### src/rtl/cordic_nco_ctrl_pkg.sv
// cordic_nco_pkg: shared types and constants for the CORDIC NCO sequencer.
//   nco_state_t  : sequencer FSM states (IDLE, ISSUE, WAIT)
//   nco_sample_t : one captured output sample {cos, sin, phase}
//   ANGLE_W      : angle width (1024 codes per turn)
//   TRIG_W       : width of the signed cos/sin results (1.0 = 2048)
//   CORDIC_LAT   : trig-to-vld latency of the core in clk_vld cycles
//   TIMEOUT_CYC  : WAIT cycles without vld before the watchdog fires
package cordic_nco_pkg;

  localparam int ANGLE_W     = 10;
  localparam int TRIG_W      = 13;
  localparam int CORDIC_LAT  = 16;
  localparam int TIMEOUT_CYC = 31;

  typedef enum logic [1:0] {
    ST_IDLE,
    ST_ISSUE,
    ST_WAIT
  } nco_state_t;

  typedef struct packed {
    logic signed [TRIG_W-1:0]  cos;
    logic signed [TRIG_W-1:0]  sin;
    logic        [ANGLE_W-1:0] phase;
  } nco_sample_t;

endpackage

### src/rtl/cordic_nco_ctrl_if.sv
// cordic_nco_if: groups the CORDIC core handshake and the sample output stream.
//   trig/a            : start pulse and angle to the core
//   vld/cos_in/sin_in : done pulse and results from the core
//   out_valid/out_ready/out_cos/out_sin/out_phase : ready/valid sample stream
// master = sequencer side, slave = core + downstream side.
interface cordic_nco_if;
  import cordic_nco_pkg::*;

  logic                      trig;
  logic        [ANGLE_W-1:0] a;
  logic                      vld;
  logic signed [TRIG_W-1:0]  cos_in;
  logic signed [TRIG_W-1:0]  sin_in;
  logic                      out_valid;
  logic                      out_ready;
  logic signed [TRIG_W-1:0]  out_cos;
  logic signed [TRIG_W-1:0]  out_sin;
  logic        [ANGLE_W-1:0] out_phase;

  modport master (
    output trig, a, out_valid, out_cos, out_sin, out_phase,
    input  vld, cos_in, sin_in, out_ready
  );

  modport slave (
    input  trig, a, out_valid, out_cos, out_sin, out_phase,
    output vld, cos_in, sin_in, out_ready
  );

endinterface

### src/rtl/cordic_nco_ctrl_fifo.sv
// nco_sample_fifo: small synchronous FIFO of nco_sample_t.
//   clk, rst_n     : clock, asynchronous active-low reset
//   clk_vld        : clock enable; nothing moves while low
//   soft_rst       : synchronous pointer clear, wins over clk_vld
//   push, wr_data  : write request (dropped when full)
//   pop            : read request (ignored when empty)
//   rd_valid, rd_data : head of queue; data reads as zero while empty
//   count          : number of stored entries
module nco_sample_fifo
  import cordic_nco_pkg::*;
#(
  parameter int DEPTH = 4
) (
  input  logic                     clk,
  input  logic                     rst_n,
  input  logic                     clk_vld,
  input  logic                     soft_rst,
  input  logic                     push,
  input  nco_sample_t              wr_data,
  input  logic                     pop,
  output logic                     rd_valid,
  output nco_sample_t              rd_data,
  output logic [$clog2(DEPTH):0]   count
);

  localparam int PW = $clog2(DEPTH);

  nco_sample_t mem_q [DEPTH];
  logic [PW:0] wr_ptr_q;
  logic [PW:0] rd_ptr_q;
  logic        do_push;
  logic        do_pop;

  // Pointers carry one extra wrap bit so full and empty are distinguishable.
  assign count    = wr_ptr_q - rd_ptr_q;
  assign rd_valid = (count != '0);
  assign do_pop   = clk_vld & ~soft_rst & pop & rd_valid;
  assign do_push  = clk_vld & ~soft_rst & push & (count != (PW+1)'(DEPTH));

  always_ff @(posedge clk or negedge rst_n) begin
    if (!rst_n) begin
      wr_ptr_q <= '0;
      rd_ptr_q <= '0;
    end else if (soft_rst) begin
      wr_ptr_q <= '0;
      rd_ptr_q <= '0;
    end else begin
      if (do_push) wr_ptr_q <= wr_ptr_q + 1'b1;
      if (do_pop)  rd_ptr_q <= rd_ptr_q + 1'b1;
    end
  end

  // Storage needs no reset: the head is masked to zero whenever empty.
  always_ff @(posedge clk) begin
    if (do_push) mem_q[wr_ptr_q[PW-1:0]] <= wr_data;
  end

  assign rd_data = rd_valid ? mem_q[rd_ptr_q[PW-1:0]] : '0;

endmodule

### src/rtl/cordic_nco_ctrl.sv
// cordic_nco_ctrl: sequencer that turns the one-shot cordic_sin_cos core into a
// continuous NCO sample stream. A phase accumulator advances by fcw per sample;
// its top 10 bits plus phase_ofs form the angle sent to the core. Results are
// queued in a FIFO feeding a ready/valid stream.
//   clk, rst_n   : clock, asynchronous active-low reset
//   clk_vld      : clock enable for all state
//   soft_rst     : synchronous clear, priority over clk_vld
//   enable       : run request
//   fcw          : frequency control word (sampled when a conversion starts)
//   phase_ofs    : angle offset mod 1024 (sampled when a conversion starts)
//   bus          : cordic_nco_if.master (core handshake + output stream)
//   busy         : conversion in flight (ISSUE or WAIT)
//   timeout_err  : sticky watchdog flag
// Optional feature macro: CORDIC_NCO_TIMEOUT_EN enables the WAIT watchdog;
// without it WAIT holds until vld and timeout_err is constant 0.
module cordic_nco_ctrl
  import cordic_nco_pkg::*;
#(
  parameter int ACC_W      = 16,
  parameter int FIFO_DEPTH = 4
) (
  input  logic               clk,
  input  logic               rst_n,
  input  logic               clk_vld,
  input  logic               soft_rst,
  input  logic               enable,
  input  logic [ACC_W-1:0]   fcw,
  input  logic [ANGLE_W-1:0] phase_ofs,
  cordic_nco_if.master       bus,
  output logic               busy,
  output logic               timeout_err
);

  localparam int CNT_W = $clog2(FIFO_DEPTH) + 1;

  nco_state_t         state_q, state_d;
  logic [ACC_W-1:0]   acc_q, acc_d;
  logic [ACC_W-1:0]   fcw_q, fcw_d;
  logic [ANGLE_W-1:0] a_q, a_d;
  logic               fifo_push;
  logic               fifo_valid;
  nco_sample_t        wr_sample;
  nco_sample_t        head;
  logic [CNT_W-1:0]   fifo_count;

`ifdef CORDIC_NCO_TIMEOUT_EN
  logic [4:0] wait_cnt_q, wait_cnt_d;
  logic       tmo_set;
  logic       timeout_q;
`endif

  always_comb begin
    state_d   = state_q;
    acc_d     = acc_q;
    fcw_d     = fcw_q;
    a_d       = a_q;
    fifo_push = 1'b0;
    wr_sample = '{cos: bus.cos_in, sin: bus.sin_in, phase: a_q};
`ifdef CORDIC_NCO_TIMEOUT_EN
    wait_cnt_d = wait_cnt_q;
    tmo_set    = 1'b0;
`endif
    case (state_q)
      ST_IDLE: begin
        // One conversion in flight at most, so a free slot now is a free slot at vld.
        if (enable && (fifo_count < CNT_W'(FIFO_DEPTH))) begin
          state_d = ST_ISSUE;
          a_d     = acc_q[ACC_W-1 -: ANGLE_W] + phase_ofs;
          fcw_d   = fcw;
        end
      end
      ST_ISSUE: begin
        state_d = ST_WAIT;
`ifdef CORDIC_NCO_TIMEOUT_EN
        wait_cnt_d = '0;
`endif
      end
      ST_WAIT: begin
        if (bus.vld) begin
          fifo_push = 1'b1;
          acc_d     = acc_q + fcw_q;
          state_d   = ST_IDLE;
        end
`ifdef CORDIC_NCO_TIMEOUT_EN
        // The count reaching TIMEOUT_CYC-1 means TIMEOUT_CYC WAIT cycles elapsed.
        else if (wait_cnt_q == 5'(TIMEOUT_CYC - 1)) begin
          tmo_set = 1'b1;
          state_d = ST_IDLE;
        end else begin
          wait_cnt_d = wait_cnt_q + 1'b1;
        end
`endif
      end
      default: state_d = ST_IDLE;
    endcase
  end

  always_ff @(posedge clk or negedge rst_n) begin
    if (!rst_n) begin
      state_q <= ST_IDLE;
      acc_q   <= '0;
      fcw_q   <= '0;
      a_q     <= '0;
    end else if (soft_rst) begin
      state_q <= ST_IDLE;
      acc_q   <= '0;
      fcw_q   <= '0;
      a_q     <= '0;
    end else if (clk_vld) begin
      state_q <= state_d;
      acc_q   <= acc_d;
      fcw_q   <= fcw_d;
      a_q     <= a_d;
    end
  end

`ifdef CORDIC_NCO_TIMEOUT_EN
  always_ff @(posedge clk or negedge rst_n) begin
    if (!rst_n) begin
      wait_cnt_q <= '0;
      timeout_q  <= 1'b0;
    end else if (soft_rst) begin
      wait_cnt_q <= '0;
      timeout_q  <= 1'b0;
    end else if (clk_vld) begin
      wait_cnt_q <= wait_cnt_d;
      if (tmo_set) timeout_q <= 1'b1;
    end
  end
  assign timeout_err = timeout_q;
`else
  assign timeout_err = 1'b0;
`endif

  nco_sample_fifo #(.DEPTH(FIFO_DEPTH)) u_fifo (
    .clk      (clk),
    .rst_n    (rst_n),
    .clk_vld  (clk_vld),
    .soft_rst (soft_rst),
    .push     (fifo_push),
    .wr_data  (wr_sample),
    .pop      (bus.out_ready),
    .rd_valid (fifo_valid),
    .rd_data  (head),
    .count    (fifo_count)
  );

  // ISSUE lasts exactly one clk_vld cycle, so trig is simply the state decode.
  assign bus.trig      = (state_q == ST_ISSUE);
  assign bus.a         = a_q;
  assign bus.out_valid = fifo_valid;
  assign bus.out_cos   = head.cos;
  assign bus.out_sin   = head.sin;
  assign bus.out_phase = head.phase;
  assign busy          = (state_q != ST_IDLE);

endmodule

### src/flat_wrapper.sv
// flat-port wrapper written by rule: the top's interface ports become plain ports
module cordic_nco_ctrl_flat import cordic_nco_pkg::*;
#(
  parameter int ACC_W      = 16,
  parameter int FIFO_DEPTH = 4
)
  (clk, rst_n, clk_vld, soft_rst, enable, fcw, phase_ofs, busy, timeout_err, bus_trig, bus_a, bus_out_valid, bus_out_cos, bus_out_sin, bus_out_phase, bus_vld, bus_cos_in, bus_sin_in, bus_out_ready);
  cordic_nco_if bus_i ();
  input  logic clk;
  input  logic rst_n;
  input  logic clk_vld;
  input  logic soft_rst;
  input  logic enable;
  input  logic [ACC_W-1:0] fcw;
  input  logic [ANGLE_W-1:0] phase_ofs;
  output logic busy;
  output logic timeout_err;
  output wire logic [$bits(bus_i.trig)-1:0] bus_trig;
  output wire logic [$bits(bus_i.a)-1:0] bus_a;
  output wire logic [$bits(bus_i.out_valid)-1:0] bus_out_valid;
  output wire logic [$bits(bus_i.out_cos)-1:0] bus_out_cos;
  output wire logic [$bits(bus_i.out_sin)-1:0] bus_out_sin;
  output wire logic [$bits(bus_i.out_phase)-1:0] bus_out_phase;
  input wire logic [$bits(bus_i.vld)-1:0] bus_vld;
  input wire logic [$bits(bus_i.cos_in)-1:0] bus_cos_in;
  input wire logic [$bits(bus_i.sin_in)-1:0] bus_sin_in;
  input wire logic [$bits(bus_i.out_ready)-1:0] bus_out_ready;
  assign bus_trig = bus_i.trig;
  assign bus_a = bus_i.a;
  assign bus_out_valid = bus_i.out_valid;
  assign bus_out_cos = bus_i.out_cos;
  assign bus_out_sin = bus_i.out_sin;
  assign bus_out_phase = bus_i.out_phase;
  assign bus_i.vld = bus_vld;
  assign bus_i.cos_in = bus_cos_in;
  assign bus_i.sin_in = bus_sin_in;
  assign bus_i.out_ready = bus_out_ready;
  cordic_nco_ctrl #(.ACC_W(ACC_W), .FIFO_DEPTH(FIFO_DEPTH)) u_core (.clk(clk), .rst_n(rst_n), .clk_vld(clk_vld), .soft_rst(soft_rst), .enable(enable), .fcw(fcw), .phase_ofs(phase_ofs), .bus(bus_i), .busy(busy), .timeout_err(timeout_err));
endmodule
### config.mk
export PLATFORM = sky130hd
export DESIGN_NAME = cordic_nco_ctrl_flat
export DESIGN_NICKNAME = d
export VERILOG_FILES = /design/src/rtl/cordic_nco_ctrl_pkg.sv /design/src/rtl/cordic_nco_ctrl_if.sv /design/src/rtl/cordic_nco_ctrl_fifo.sv /design/src/rtl/cordic_nco_ctrl.sv /design/src/flat_wrapper.sv
export SDC_FILE = /design/constraint.sdc
export NUM_CORES = 1
export LEC_CHECK = 0
export CORE_MARGIN = 2
export CORE_UTILIZATION = 30
export DETAILED_ROUTE_END_ITERATION = 12
export SLEW_MARGIN = 20
export SYNTH_ARGS = -nofsm -noshare
export SYNTH_HDL_FRONTEND = slang
export SYNTH_SLANG_ARGS = --single-unit
### constraint.sdc
create_clock -name clk -period 4.18 [get_ports clk]
set_input_delay 0.418 -clock clk [delete_from_list [all_inputs] [get_ports clk]]
set_output_delay 0.418 -clock clk [all_outputs]
set_load 0.05 [all_outputs]
==> metrics.txt <==
status=complete, no violations; Std-Cell Rows=62; Vias=5,054; clock period minus worst slack=3.443 ns; Tcrit/Tclk final=0.8237; Hold Vio Cnt, Final=0; Final Max Slew Viols=0; Static Leakage=3.849 nW; DR pass1 iterations=4; fin nets=810; crit-path cells=inv_1 -> ha_1 -> nor2b_1 -> xnor2_1 -> and3_2 -> nor2b_1 -> clkdlybuf4s50_1; Worst Skew=0.01594 ns; Syn Std Cell Area=0.008682 mm^2; htree depth=4; Avg Vias per Cell=4.533; Die Span Y=174.1 um; worst-skew pair later-pin latency=0.43 ns; Final Instance Area=0.01083 mm^2; Die W=174.1 um; crit-path max FO=38; TNS Setup=0 ns; share of cells above drive strength 1=0.1313; total power=4.017 mW; CP Capture Type=primary output; hold crit path type=in2reg; Clock Sinks=194; post-route ant nets=0; FILL cells=2,707; RSZ-0062 raised after global routing=false; max cap viols=0; detailed placement HPWL=11,660 um; ys flop type=edfxtp_1; Post-synth ARST share=0.2577; initial cell density of the core=0.3033; RD Place Congestion=0.7643; Post-synth EDFFs=144; initial antenna violation count=0; Mapped Cells=607; Clock Pin Slew Worst Setup and Hold Paths=0.08 ns; top sig layer=met4; # port buffers=107; DRC viols=0; pwr dens=371.0 mW/mm^2; largest net degree at the start of global routing=39; post-detailed-routing wire length=17,760 um; hold slack=0.3854 ns; met3 wire len=829 um; Diodes inserted=0; syn avg cell area=14.30 um^2; Synth Register Bits=194; CP Class=reg2out; root buffer cell=clkbuf_16; Max VDD drop=0.2733 mV; DR WL met2=8637 um; Fmax achieved=290.4 MHz; CTS tree=yes; Ports=109; first-pass GRT wire length=27,630 um; max incr delay on CP=0.74 ns; CTS max path bufs=2; Layout area overhead=24.72%; Worst Tran Pin Value=0.7913 ns; wire length per cell=15.93 um; Syn Nets=699; startpoint types=flop; Post-CTS Setup Repair Bufs=0; full die area=0.03032 mm^2; global router's overall resource usage=0.1181; Synth cell types=53; met1 WL=8154 um; Num CTS Buffers=17; total gr overflow=0; Std-Cell Core Area=0.02863 mm^2; Yosys warnings=0; final setup vio count=0; Slowest-stage cell, CP=clkdlybuf4s50_1; crit-path most repeated cell=nor2b_1; Slew Limit Headroom=0.4725; crit path DAT=3.03 ns; sequential share of the synthesized area=0.6422; Placement Cell Area=0.01019 mm^2; vias in the first global route=5,018; Starting DRT DRC Count=270; Worst Path Required=3.76 ns
routing by layer:
| metal | GRT usage | vias to the layer above |
|---|---|---|
| li1 | - | 2467 |
| met1 | 0.1540 | 2459 |
| met2 | 0.2012 | 117 |
| met3 | 0.02778 | 11 |
| met4 | 0.02521 | 0 |
| met5 | 0 | - |
kinds of logic (layout without fill, tap and decap cells):
logic type,Yosys count,count (layout),share of synthesized area
other,1,1,0.0004319
buffers and inverters,44,168,0.02147
DFF,194,194,0.6422
adders and majority gates,33,33,0.04929
muxes,39,39,0.09699
xor gates and xnor gates,24,24,0.02421
AOI/OAI and AO/OA,103,103,0.06975
and+or+nand+nor,169,169,0.09569
worst paths after layout:
path                                                 from                          to  slack, ns  cells past startpoint
worst max register to register  u_core.u_fifo.wr_ptr_q[1]  u_core.u_fifo.mem_q[0][19]       1.38                      6
max in group asynchronous                           rst_n   u_core.u_fifo.rd_ptr_q[0]       2.91                      3
worst min-delay path                             soft_rst             u_core.bus.a[2]       0.39                      2
worst min register to register            u_core.acc_q[5]             u_core.acc_q[5]       0.53                      2
min in group asynchronous                           rst_n           u_core.state_q[1]       0.49                      2
worst max-delay path            u_core.u_fifo.wr_ptr_q[0]             bus_out_sin[12]       0.74                      7
report_power, final:
part           internal (mW)  total, mW  switching [mW]
logic                  0.100      0.234           0.134
clock network          0.829       1.68           0.851
registers               2.08       2.10          0.0175
total                   3.01       4.02            1.00
timing repair:
action,in CTS,in global routing
hold buffers,1,0
gates resized for setup,0,0
endpoints found under the hold margin,22,0
flip-flops by register name, indices dropped and copies added (netlist names):
register and count:
u_core.u_fifo.mem_q 144, u_core.acc_q 16, u_core.fcw_q 16, u_core.bus.a 10, u_core.u_fifo.rd_ptr_q 3, u_core.u_fifo.wr_ptr_q 3
u_core.state_q 2
cell usage after synthesis (3+ instances only):
master      n  area, um^2
nand2_1    75       281.5
xnor2_1    13       113.9
edfxtp_1  144        4324
a31oi_1     3       18.77
and2_1      5       31.28
mux4_2     36       810.8
ha_1       31       387.9
and3_1      4       25.02
buf_2       5       25.02
o21ai_1    12       60.06
nor3_1      4       20.02
a21oi_1    55       275.3
a21o_1      6       45.04
inv_1      16       60.06
nand3_1     4       20.02
o21ai_0     7       35.03
a211oi_1    6       45.04
xor2_1     11       96.34
dfrtp_1    50        1251
nor2b_1    42       262.8
clkbuf_1   17       63.81
nor2_1     21       78.83
through the flow:
stage,utilization,setup slack (ns),cells
final,0.3783,0.7369,1115
after floorplan,-,0.7123,607
after detailed placement,0.3560,1.067,1082
after global placement,0.3560,1.077,1082
after global routing,0.3783,0.4599,1115
after CTS,0.3783,0.6434,1115
cells in the final DEF (no fill, tap or decap), types with 2 or more instances in the layout:
cell type | Yosys | layout
or2_2 | 2 | 2
fa_1 | 2 | 2
a21oi_1 | 55 | 55
mux2i_1 | 2 | 2
o21ai_1 | 12 | 12
nand2b_1 | 2 | 2
and3_1 | 4 | 3
a211oi_1 | 6 | 6
clkinv_4 | 0 | 3
clkinv_8 | 0 | 5
edfxtp_1 | 144 | 144
dfrtp_1 | 50 | 48
or3_1 | 2 | 2
a21o_1 | 6 | 6
dfrtp_2 | 0 | 2
nand3b_1 | 2 | 2
nand3_1 | 4 | 4
o21ai_0 | 7 | 7
ha_1 | 31 | 31
xor2_1 | 11 | 11
inv_1 | 16 | 16
clkbuf_16 | 0 | 17
inv_12 | 0 | 2
and2_1 | 5 | 2
xnor2_1 | 13 | 13
nor2b_1 | 42 | 42
buf_2 | 5 | 2
nor3_1 | 4 | 4
o31ai_1 | 2 | 2
buf_4 | 2 | 11
nand2_1 | 75 | 75
and2_2 | 0 | 3
clkdlybuf4s50_1 | 0 | 105
mux4_2 | 36 | 36
a31oi_1 | 3 | 3
nor2_1 | 21 | 21
inv_8 | 0 | 3
critical path: cells and delay by family, from the launching register on:
family,cells,cell delay [ns]
simple gates,3,1.01
buf+inv,2,0.86
flops,1,0.42
fa+ha+maj,1,0.17
xor+xnor,1,0.13
area by class of cell:
cell class | instances | area, um^2 | share of cell area
clock inverter | 15 | 201.4 | 0.01860
multi-input combinational | 369 | 2925 | 0.2702
sequential | 194 | 5578 | 0.5151
tap | 384 | 480.5 | 0.04437
clock buffer | 17 | 425.4 | 0.03929
inverter | 17 | 63.81 | 0.005893
timing repair buffer | 119 | 1154 | 0.1065
Power figures use the tool's default switching activity.
